[src/rtl/fetch_pkg.sv]
// Shared types and constants for the instruction fetch unit: fetch entry layout,
// PC increment and the counter-width helper used for FIFO occupancy/credit counters.
package fetch_pkg;

  localparam int FETCH_INSTR_W = 32;
  localparam int FETCH_ADDR_W  = 32;
  localparam int INSTR_BYTES   = 4;
  localparam logic [FETCH_ADDR_W-1:0] PC_INCR = FETCH_ADDR_W'(INSTR_BYTES);

  typedef struct packed {
    logic [FETCH_INSTR_W-1:0] instr;
    logic [FETCH_ADDR_W-1:0]  pc;
  } fetch_entry_t;

  // Width able to hold the values 0..depth inclusive.
  function automatic int cnt_width(input int depth);
    return $clog2(depth + 1);
  endfunction

endpackage

[src/rtl/sync_fifo.sv]
// Single-clock FIFO with synchronous reset, flush and occupancy count.
// Flush wins over push/pop; head data is presented combinationally on pop_data.
module sync_fifo
  import fetch_pkg::*;
#(
  parameter int WIDTH = 8,
  parameter int DEPTH = 4
) (
  input  logic                        clk,
  input  logic                        rst,
  input  logic                        flush,
  input  logic                        push,
  input  logic [WIDTH-1:0]            push_data,
  input  logic                        pop,
  output logic [WIDTH-1:0]            pop_data,
  output logic [cnt_width(DEPTH)-1:0] count
);

  localparam int CW = cnt_width(DEPTH);
  localparam int PW = (DEPTH > 1) ? $clog2(DEPTH) : 1;

  logic [WIDTH-1:0] mem [DEPTH];
  logic [PW-1:0]    wr_ptr, rd_ptr;
  logic             do_push, do_pop;

  function automatic logic [PW-1:0] next_ptr(input logic [PW-1:0] ptr);
    return (ptr == PW'(DEPTH - 1)) ? '0 : ptr + 1'b1;
  endfunction

  assign do_pop   = pop && (count != '0);
  assign do_push  = push && ((count != CW'(DEPTH)) || do_pop);
  assign pop_data = mem[rd_ptr];

  always_ff @(posedge clk) begin
    if (rst || flush) begin
      wr_ptr <= '0;
      rd_ptr <= '0;
      count  <= '0;
    end else begin
      if (do_push) wr_ptr <= next_ptr(wr_ptr);
      if (do_pop)  rd_ptr <= next_ptr(rd_ptr);
      count <= count + CW'(do_push) - CW'(do_pop);
    end
  end

  always_ff @(posedge clk) begin
    if (do_push && !(rst || flush)) mem[wr_ptr] <= push_data;
  end

endmodule

[src/rtl/instr_fetch_unit.sv]
// Instruction fetch unit: owns the PC, issues in-order word reads under a credit limit,
// buffers returned words with their PC and hands them to decode; redirects flush and drop.
module instr_fetch_unit
  import fetch_pkg::*;
#(
  parameter int                    INSTR_WIDTH = FETCH_INSTR_W,
  parameter int                    ADDR_WIDTH  = FETCH_ADDR_W,
  parameter logic [ADDR_WIDTH-1:0] RESET_PC    = '0,
  parameter int                    FIFO_DEPTH  = 4
) (
  input  logic                   clk,
  input  logic                   rst,
  input  logic                   redirect,
  input  logic [ADDR_WIDTH-1:0]  redirect_target,
  output logic                   imem_req_valid,
  input  logic                   imem_req_ready,
  output logic [ADDR_WIDTH-1:0]  imem_req_addr,
  input  logic                   imem_rsp_valid,
  input  logic [INSTR_WIDTH-1:0] imem_rsp_data,
  output logic                   instr_valid,
  input  logic                   instr_ready,
  output logic [INSTR_WIDTH-1:0] instr,
  output logic [ADDR_WIDTH-1:0]  instr_pc
);

  localparam int CW = cnt_width(FIFO_DEPTH);

  // Both channels: a transfer happens on a cycle where valid && ready at the rising edge;
  // valid never depends on ready of the same channel, and payload holds while valid && !ready.
  logic                  req_fire, pop, rsp_keep;
  logic [CW-1:0]         outstanding, drop_cnt, buf_count, pend_count;
  logic [CW:0]           in_use;
  logic [ADDR_WIDTH-1:0] fetch_pc, pend_head;
  fetch_entry_t          push_entry, head_entry;

  assign pop      = instr_valid && instr_ready;
  // Credit counts words in flight plus words buffered, net of the one leaving this cycle.
  assign in_use   = {1'b0, outstanding} + {1'b0, buf_count} - (CW+1)'(pop);
  assign imem_req_valid = !rst && !redirect && (in_use < (CW+1)'(FIFO_DEPTH));
  assign imem_req_addr  = fetch_pc;
  assign req_fire = imem_req_valid && imem_req_ready;

  assign rsp_keep   = imem_rsp_valid && !redirect && (drop_cnt == '0);
  assign push_entry = '{instr: imem_rsp_data, pc: pend_head};

  assign instr_valid = !rst && (buf_count != '0);
  assign instr       = instr_valid ? head_entry.instr : '0;
  assign instr_pc    = instr_valid ? head_entry.pc    : '0;

  always_ff @(posedge clk) begin
    if (rst) begin
      fetch_pc <= RESET_PC;
    end else if (redirect) begin
      fetch_pc <= redirect_target & ~ADDR_WIDTH'(3);
    end else if (req_fire) begin
      fetch_pc <= fetch_pc + PC_INCR;
    end
  end

  always_ff @(posedge clk) begin
    if (rst) begin
      outstanding <= '0;
    end else begin
      outstanding <= outstanding + CW'(req_fire) - CW'(imem_rsp_valid);
    end
  end

  // On redirect every response still in flight (excluding one arriving now) is stale.
  always_ff @(posedge clk) begin
    if (rst) begin
      drop_cnt <= '0;
    end else if (redirect) begin
      drop_cnt <= outstanding - CW'(imem_rsp_valid);
    end else if (imem_rsp_valid && (drop_cnt != '0)) begin
      drop_cnt <= drop_cnt - 1'b1;
    end
  end

  sync_fifo #(
    .WIDTH (ADDR_WIDTH),
    .DEPTH (FIFO_DEPTH)
  ) u_pend_fifo (
    .clk       (clk),
    .rst       (rst),
    .flush     (redirect),
    .push      (req_fire),
    .push_data (fetch_pc),
    .pop       (rsp_keep),
    .pop_data  (pend_head),
    .count     (pend_count)
  );

  sync_fifo #(
    .WIDTH ($bits(fetch_entry_t)),
    .DEPTH (FIFO_DEPTH)
  ) u_instr_fifo (
    .clk       (clk),
    .rst       (rst),
    .flush     (redirect),
    .push      (rsp_keep),
    .push_data (push_entry),
    .pop       (pop),
    .pop_data  (head_entry),
    .count     (buf_count)
  );

  a_buf_no_overflow: assert property (@(posedge clk) disable iff (rst)
    !(rsp_keep && (buf_count == CW'(FIFO_DEPTH))));
  a_pend_has_pc: assert property (@(posedge clk) disable iff (rst)
    !(rsp_keep && (pend_count == '0)));

endmodule

[config.mk]
export PLATFORM = sky130hd
export DESIGN_NAME = instr_fetch_unit
export DESIGN_NICKNAME = d
export VERILOG_FILES = /design/src/rtl/fetch_pkg.sv /design/src/rtl/sync_fifo.sv /design/src/rtl/instr_fetch_unit.sv
export SDC_FILE = /design/constraint.sdc
export NUM_CORES = 1
export LEC_CHECK = 0
export BUFFER_PORTS_ARGS = -buffer_cell sky130_fd_sc_hd__clkbuf_2
export CELL_PAD_IN_SITES_DETAIL_PLACEMENT = 1
export CELL_PAD_IN_SITES_GLOBAL_PLACEMENT = 2
export CORE_ASPECT_RATIO = 1.75
export CORE_MARGIN = 2
export CORE_UTILIZATION = 40
export DETAILED_ROUTE_END_ITERATION = 8
export GPL_TIMING_DRIVEN = 1
export PLACE_DENSITY_LB_ADDON = 0.1
export SYNTH_ARGS = -nofsm -noshare
export SYNTH_HDL_FRONTEND = slang
export SYNTH_SLANG_ARGS = --single-unit
export TNS_END_PERCENT = 100
[constraint.sdc]
create_clock -name clk -period 3.72 [get_ports clk]
set_input_delay 0.558 -clock clk [delete_from_list [all_inputs] [get_ports clk]]
set_output_delay 0.558 -clock clk [all_outputs]
set_load 0.05 [all_outputs]
==> results of run 1 <==
## synthesized netlist by cell type, types with 11 or more instances
cell	count	area share, %
a211oi_1	22	0.98
a21oi_1	14	0.41
a31oi_1	11	0.41
and2_1	79	2.9
buf_1	11	0.24
clkbuf_1	35	0.78
dfxtp_1	54	6.4
edfxtp_1	368	65
ha_1	26	1.9
inv_1	28	0.62
mux4_2	92	12
nand2_1	25	0.56
nand3_1	11	0.33
nor2_1	43	0.96
xnor2_1	21	1.1
## worst max-delay path, stage by stage (launching register included)
cell     delay (ns)
dfxtp_1        0.34
nor2_1         0.24
a21oi_4        0.09
and2_1         0.16
ha_1           0.17
inv_1          0.05
ha_1           0.21
and3b_1        0.23
or4_1          0.50
a21oi_2        0.23
buf_12         0.17
## registers in the layout, indices dropped and copies added (netlist names), named ones only
| name | cells |
|---|---|
| u_pend_fifo.wr_ptr | 2 |
| u_instr_fifo.mem | 248 |
| u_instr_fifo.count | 3 |
| outstanding | 3 |
| u_instr_fifo.rd_ptr | 2 |
| u_pend_fifo.count | 3 |
| u_pend_fifo.mem | 120 |
| imem_req_addr | 30 |
| u_instr_fifo.wr_ptr | 2 |
| u_pend_fifo.rd_ptr | 2 |
| drop_cnt | 3 |
## path summary, 6_finish.rpt
check | startpoint | to | slack, ns | depth (start not counted)
setup / recovery | u_instr_fifo.count[1] | imem_req_valid | 0.25 | 10
hold / removal | imem_rsp_data[0] | u_instr_fifo.mem[2][32] | 0.24 | 1
setup reg to reg | u_instr_fifo.count[2] | u_pend_fifo.count[2] | 0.35 | 13
hold reg to reg | u_pend_fifo.rd_ptr[1] | flop | 0.54 | 2
## per-layer routing
layer / up-vias / wire length, um
met3: 54 / 1215
met2: 187 / 21070
met4: 0 / 917
li1: 4052 / -
met5: - / 0
met1: 4572 / 14560
## placed cells by master, fill, tap and decap left out, types with 3 or more instances in the layout
cell type / netlist / final
bufinv_16: 0 / 3
dfxtp_2: 0 / 3
clkbuf_16: 0 / 41
conb_1: 1 / 4
fa_1: 3 / 3
or4_1: 7 / 7
o211ai_1: 8 / 8
mux2i_1: 6 / 6
a31oi_1: 11 / 11
xnor2_1: 21 / 21
a211oi_1: 22 / 22
xor2_1: 4 / 4
nand2_1: 25 / 25
clkinv_1: 0 / 6
nor3_1: 4 / 4
nand3_1: 11 / 11
o311ai_0: 5 / 5
buf_12: 0 / 11
a21oi_1: 14 / 12
clkinvlp_4: 0 / 3
edfxtp_1: 368 / 368
nor2_1: 43 / 43
inv_1: 28 / 28
clkinv_2: 0 / 6
or3_1: 8 / 8
and2_2: 0 / 8
mux4_2: 92 / 92
a2111oi_0: 4 / 4
clkbuf_2: 0 / 160
buf_4: 4 / 23
and3_1: 4 / 4
clkbuf_1: 35 / 8
dfxtp_1: 54 / 50
and4_1: 5 / 5
and2_1: 79 / 71
nand4_1: 10 / 10
ha_1: 26 / 26
## through the flow
step | worst slack [ns] | hold WS, ns
floorplan | 0.02580 | 0.4915
global placement | 0.2692 | 0.5100
detailed placement | 0.2619 | 0.5429
CTS | 0.1362 | 0.2086
global route | 0.07026 | 0.2263
finish | 0.2519 | 0.2388
## kinds of logic after synthesis
| group | Yosys count | share of synthesized area [%] |
|---|---|---|
| DFF | 422 | 71.80 |
| adders and majority gates | 29 | 2.281 |
| muxes | 98 | 12.62 |
| other | 1 | 0.02219 |
| xor gates and xnor gates | 25 | 1.296 |
| buffers and inverters | 82 | 2.007 |
| and+or+nand+nor | 206 | 6.724 |
| AOI/OAI and AO/OA | 76 | 3.251 |
## area by class of cell
cell class / instances / area, um^2
clock inverters: 19 / 173.9
clock buffers: 51 / 1084
multi-input cells: 438 / 4462
flip-flops and latches: 422 / 12140
well taps: 555 / 694.4
fillers: 4045 / 21890
repair buffers: 194 / 1194
inverters: 29 / 108.9
## power by group
part	leakage (nW)	switching, mW	internal, mW	total (mW)
registers	3.78	0.101	5.27	5.37
logic	2.25	0.527	0.281	0.809
clock network	0.609	1.72	2.27	3.98
total	6.64	2.35	7.81	10.2
==> qor.txt, run 1 <==
outcome: finished, final reports clean
largest net degree at the start of global routing: 65
Finished Layout Cells: 1708
cts bufs inserted: 39
drt pass-1 iters: 4
wire length per cell: 22.11 um
GRT met1 Usage: 19.78%
Cell variety after synth: 50
placed insts: 1638
post-synthesis sequential area ratio: 71.80%
DRC Markers: 0
I/O Buffers: 161
GR peak layer: met2
Highest Clock Rate: 288.3 MHz
setup TNS: 0 ns
core area: 41740 um^2
startpoint types: flop
final worst path period need: 3.468 ns
CTS clk-pin slew, worst paths: 0.06 ns
die span in y: 275.9 um
clock sink count: 422
die area: 43970 um^2
final number of hold-violating endpoints: 0
row cnt: 99
share of cells above drive strength 1: 31.22%
global route overflow: 0
critical path arrival: 2.91 ns
Vias: 8865
clk_skew: 0.01824 ns
Post-CTS Hold Buffers: 0
RSZ-0062 raised after global routing: no
Final Max Tran Viols: 0
period utilization: 93.23%
gp weighted congestion: 0.7322
CTS tree: built
Post-Synthesis Cells: 939
Slew HR: 43.12%
met3 Use GR: 2.434%
Antenna Nets Post-Route: 0
effective utilization at floorplan: 40.48%
yosys warns: 0
Syn Area/Cell: 17.99 um^2
Final Setup Violations: 0
post-synthesis async set-or-reset flop share: 0%
fin nets: 1223
GRT Total Usage: 17.71%
IO Count: 168
global-route wire length before repair: 59040 um
Slew @ Worst Pin: 0.8532 ns
fin util: 47.56%
synthesis-stage register bit count: 422
Clock Latency Late Sink: 0.54 ns
Max rail drop VDD: 0.3294 mV
Initial DRC Count: 372
vias in the first global route: 9832
Critical Path Sink Type: output pin
Final HPWL DP: 24050 um
CTS max path bufs: 3
Ant. Diodes: 0
Post-Route WL: 37760 um
Layout Cell Area excl Fill: 19860 um^2
met2 Track Usage GR: 34.81%
Worst EP required: 3.16 ns
mapped cell area: 16900 um^2
chip width: 159.4 um
# Post-CTS Setup Buffers: 0
ys flop type: edfxtp_1
total power: 10.16 mW
Root Buffer Master: clkbuf_16
antenna violations before repair: 0
Lkg Pwr: 6.641 nW
post-CTS resize count: 0
P&R area growth vs syn: 17.51%
H-tree depth: 2
number of vias per cell: 5.190
Post-synth EDFFs: 368
PwrDens: 511.7 nW/um^2
Hold Crit Class: input port to flop
crit path max fanout: 6
max_cap viols: 0
post-place instance area: 18590 um^2
critical setup path kind: flop to output pin
No activity file was read; power rests on OpenSTA's default activity.
==> inputs of run 2 (changes only) <==
CORE_UTILIZATION = 44   (was 40)
clock period = 3.57 ns   (was 3.72 ns; I/O delays follow)
==> qor.txt, run 2 (synthesis results as in run 1) <==
outcome: finished, final reports clean (unchanged)
Slowest-stage cell, CP: or4_1 (unchanged)
Vias: 8929 (was 8865)
share of cells above drive strength 1: 32.04% (was 31.22%)
final number of hold-violating endpoints: 0 (unchanged)
setup TNS: 0 ns (unchanged)
period utilization: 95.89%
fin nets: 1235 (was 1223)
Clock Power Share: 37.9% (was 39.2%)
cts bufs inserted: 38 (was 39)
CTS clk-pin slew, worst paths: 0.06 ns (about the same)
global route overflow: 0 (unchanged)
max_cap viols: 0 (unchanged)
clk_skew: 0.01507 ns (was 0.01824 ns)
Finished Layout Cells: 1649 (was 1708)
RSZ-0062 raised after global routing: no (unchanged)
I/O Buffers: 161 (unchanged)
Final HPWL DP: 23710 um (was 24050 um)
Gate power share: 8.6% (was 8.0%)
worst-path cell chain: nor2_2, a21oi_4, and2_1, ha_1, inv_1, ha_1, and3b_2, or4_1, a21oi_1, buf_12 (was nor2_1, a21oi_4, and2_1, ha_1, inv_1, ha_1, and3b_1, or4_1, a21oi_2, buf_12)
Post-Route WL: 35640 um (was 37760 um)
Lkg Pwr: 6.704 nW (was 6.641 nW)
Reg area: 12140 um^2 (about the same)
antenna violations before repair: 0 (unchanged)
max reg flops: 248 (unchanged)
startpoint types: flop (unchanged)
row cnt: 95 (was 99)
Max rail drop VDD: 0.3360 mV (was 0.3294 mV)
GRT Total Usage: 18.05% (was 17.71%)
IO Count: 168 (unchanged)
die area: 40050 um^2 (was 43970 um^2)
core area: 38160 um^2 (was 41740 um^2)
crit path max fanout: 6 (unchanged)
Worst EP required: 3.03 ns (was 3.16 ns)
Root Buffer Master: clkbuf_16 (unchanged)
Internal Power: 8.062 mW (was 7.815 mW)
CTS max path bufs: 3 (unchanged)
Slew HR: 45.47% (was 43.12%)
chip width: 152.1 um (was 159.4 um)
max incr delay on CP: 0.47 ns (was 0.50 ns)
fin util: 52.20% (was 47.56%)
Ant. Diodes: 0 (unchanged)
largest net degree at the start of global routing: 65 (unchanged)
critical path's most frequent cell: ha_1 (unchanged)
Post-CTS Hold Buffers: 0 (unchanged)
P&R area growth vs syn: 17.87% (was 17.51%)
critical path arrival: 2.89 ns (was 2.91 ns)
CP top delay family: simple AND/OR/NAND/NOR gates (unchanged)
critical setup path kind: flop to output pin (unchanged)
clock sink count: 422 (unchanged)
H-tree depth: 2 (unchanged)
gp weighted congestion: 0.7554 (was 0.7322)
Initial DRC Count: 470 (was 372)
effective utilization at floorplan: 44.28% (was 40.48%)
PwrDens: 523.8 nW/um^2 (was 511.7 nW/um^2)
CTS tree: built (unchanged)
Sw Pwr: 2.370 mW (was 2.345 mW)
global-route wire length before repair: 55920 um (was 59040 um)
Antenna Nets Post-Route: 0 (unchanged)
number of vias per cell: 5.415 (was 5.190)
Buf/Inv on CP: 2 (unchanged)
vias in the first global route: 9914 (was 9832)
die span in y: 263.2 um (was 275.9 um)
Hold Crit Class: input port to flop (unchanged)
Clock Latency Late Sink: 0.53 ns (was 0.54 ns)
placed insts: 1581 (was 1638)
drt pass-1 iters: 4 (unchanged)
Switching Share: 22.72% (was 23.08%)
final worst path period need: 3.423 ns
most frequent cells in the layout: edfxtp_1 (368), clkbuf_2 (160), mux4_2 (92) (unchanged)
Critical Path Sink Type: output pin (unchanged)
wire length per cell: 21.61 um (was 22.11 um)
most common cell after layout, fill and taps aside: edfxtp_1 (unchanged)
DRC Markers: 0 (unchanged)
Slew @ Worst Pin: 0.8179 ns (was 0.8532 ns)
area of the multi-input gates: 4492 um^2 (was 4462 um^2)
Top reg by flops: u_instr_fifo.mem (unchanged)
Fillers: 3620 (was 4045)
# Post-CTS Setup Buffers: 0 (unchanged)
Highest Clock Rate: 292.1 MHz
share of power burned in registers: 53.5% (was 52.8%)
Final Setup Violations: 0 (unchanged)
Final Max Tran Viols: 0 (unchanged)
[run 2: changes by cell type in the layout (fill, tap and decap cells not counted), sizes merged]
cell,change
clkbuf,+1
bufinv,-1
clkinvlp,-3
clkinv,+1
buf,+13
[run 2: repair_timing]
| action | in CTS | in global routing |
|---|---|---|
| endpoints found under the setup margin | 1 | 7 |
| cloned | 0 | 0 |
| resized for setup | 1 | 4 |
| pin swaps | 0 | 0 |
| endpoints found under the hold margin | 0 | 0 |
[run 2: layer usage]
layer	global-route usage (%)	up-vias	wire length [um]
met4	5.784	0	886
met1	19.93	4594	13420
met5	0	-	0
li1	-	4086	-
met2	35.23	192	20200
met3	2.535	57	1135
[run 2: final cells by class]
cell class / instances / share of cell area (%)
Sequential cell: 422 / 60.97
Clock inverter: 16 / 0.6660
Tap cell: 485 / 3.047
Clock buffer: 52 / 5.359
Timing Repair Buffer: 207 / 6.861
Inverter: 29 / 0.5466
Multi-Input combinational cell: 438 / 22.55
[run 2: path summary, 6_finish.rpt]
check                   startpoint                 endpoint  slack, ns  cells past startpoint
max reg2reg  u_instr_fifo.count[2]     u_pend_fifo.count[2]       0.20                     13
min               imem_rsp_data[0]  u_instr_fifo.mem[3][32]       0.22                      1
max          u_instr_fifo.count[1]           imem_req_valid       0.15                     10
min reg2reg  u_pend_fifo.rd_ptr[1]                     flop       0.53                      2
[run 2: worst reg2reg max path, cell delays in order (launching register included)]
cell and delay (ns):
dfxtp_2 0.35, inv_1 0.08, ha_1 0.27, inv_1 0.10, ha_4 0.22, or4b_1 0.51, or4_4 0.55, a32oi_4 0.21
ha_2 0.19, inv_1 0.05, fa_1 0.37, xor2_1 0.17, xnor2_1 0.14, nor2_1 0.05
[run 2: per-stage QoR]
stage	instance area (um^2)	total power [mW]	hold WS (ns)	worst slack, ns
finish	19920	10.43	0.2248	0.1466
global route	19920	10.79	0.2097	0.002850
CTS	19900	10.56	0.1902	0.03390
detailed placement	18690	6.584	0.5313	0.01178
global placement	18690	6.559	0.5170	0.05359
floorplan	16940	6.231	0.4915	0.001422
[run 2: power groups by stage]
stage | Clock (mW) | Sequential (mW) | Combinational [mW]
finish | 3.95 | 5.58 | 0.896
CTS | 4.08 | 5.58 | 0.902
global placement | 0 | 5.68 | 0.881
global route | 4.22 | 5.59 | 0.976
detailed placement | 0 | 5.69 | 0.897
floorplan | 0 | 5.75 | 0.482
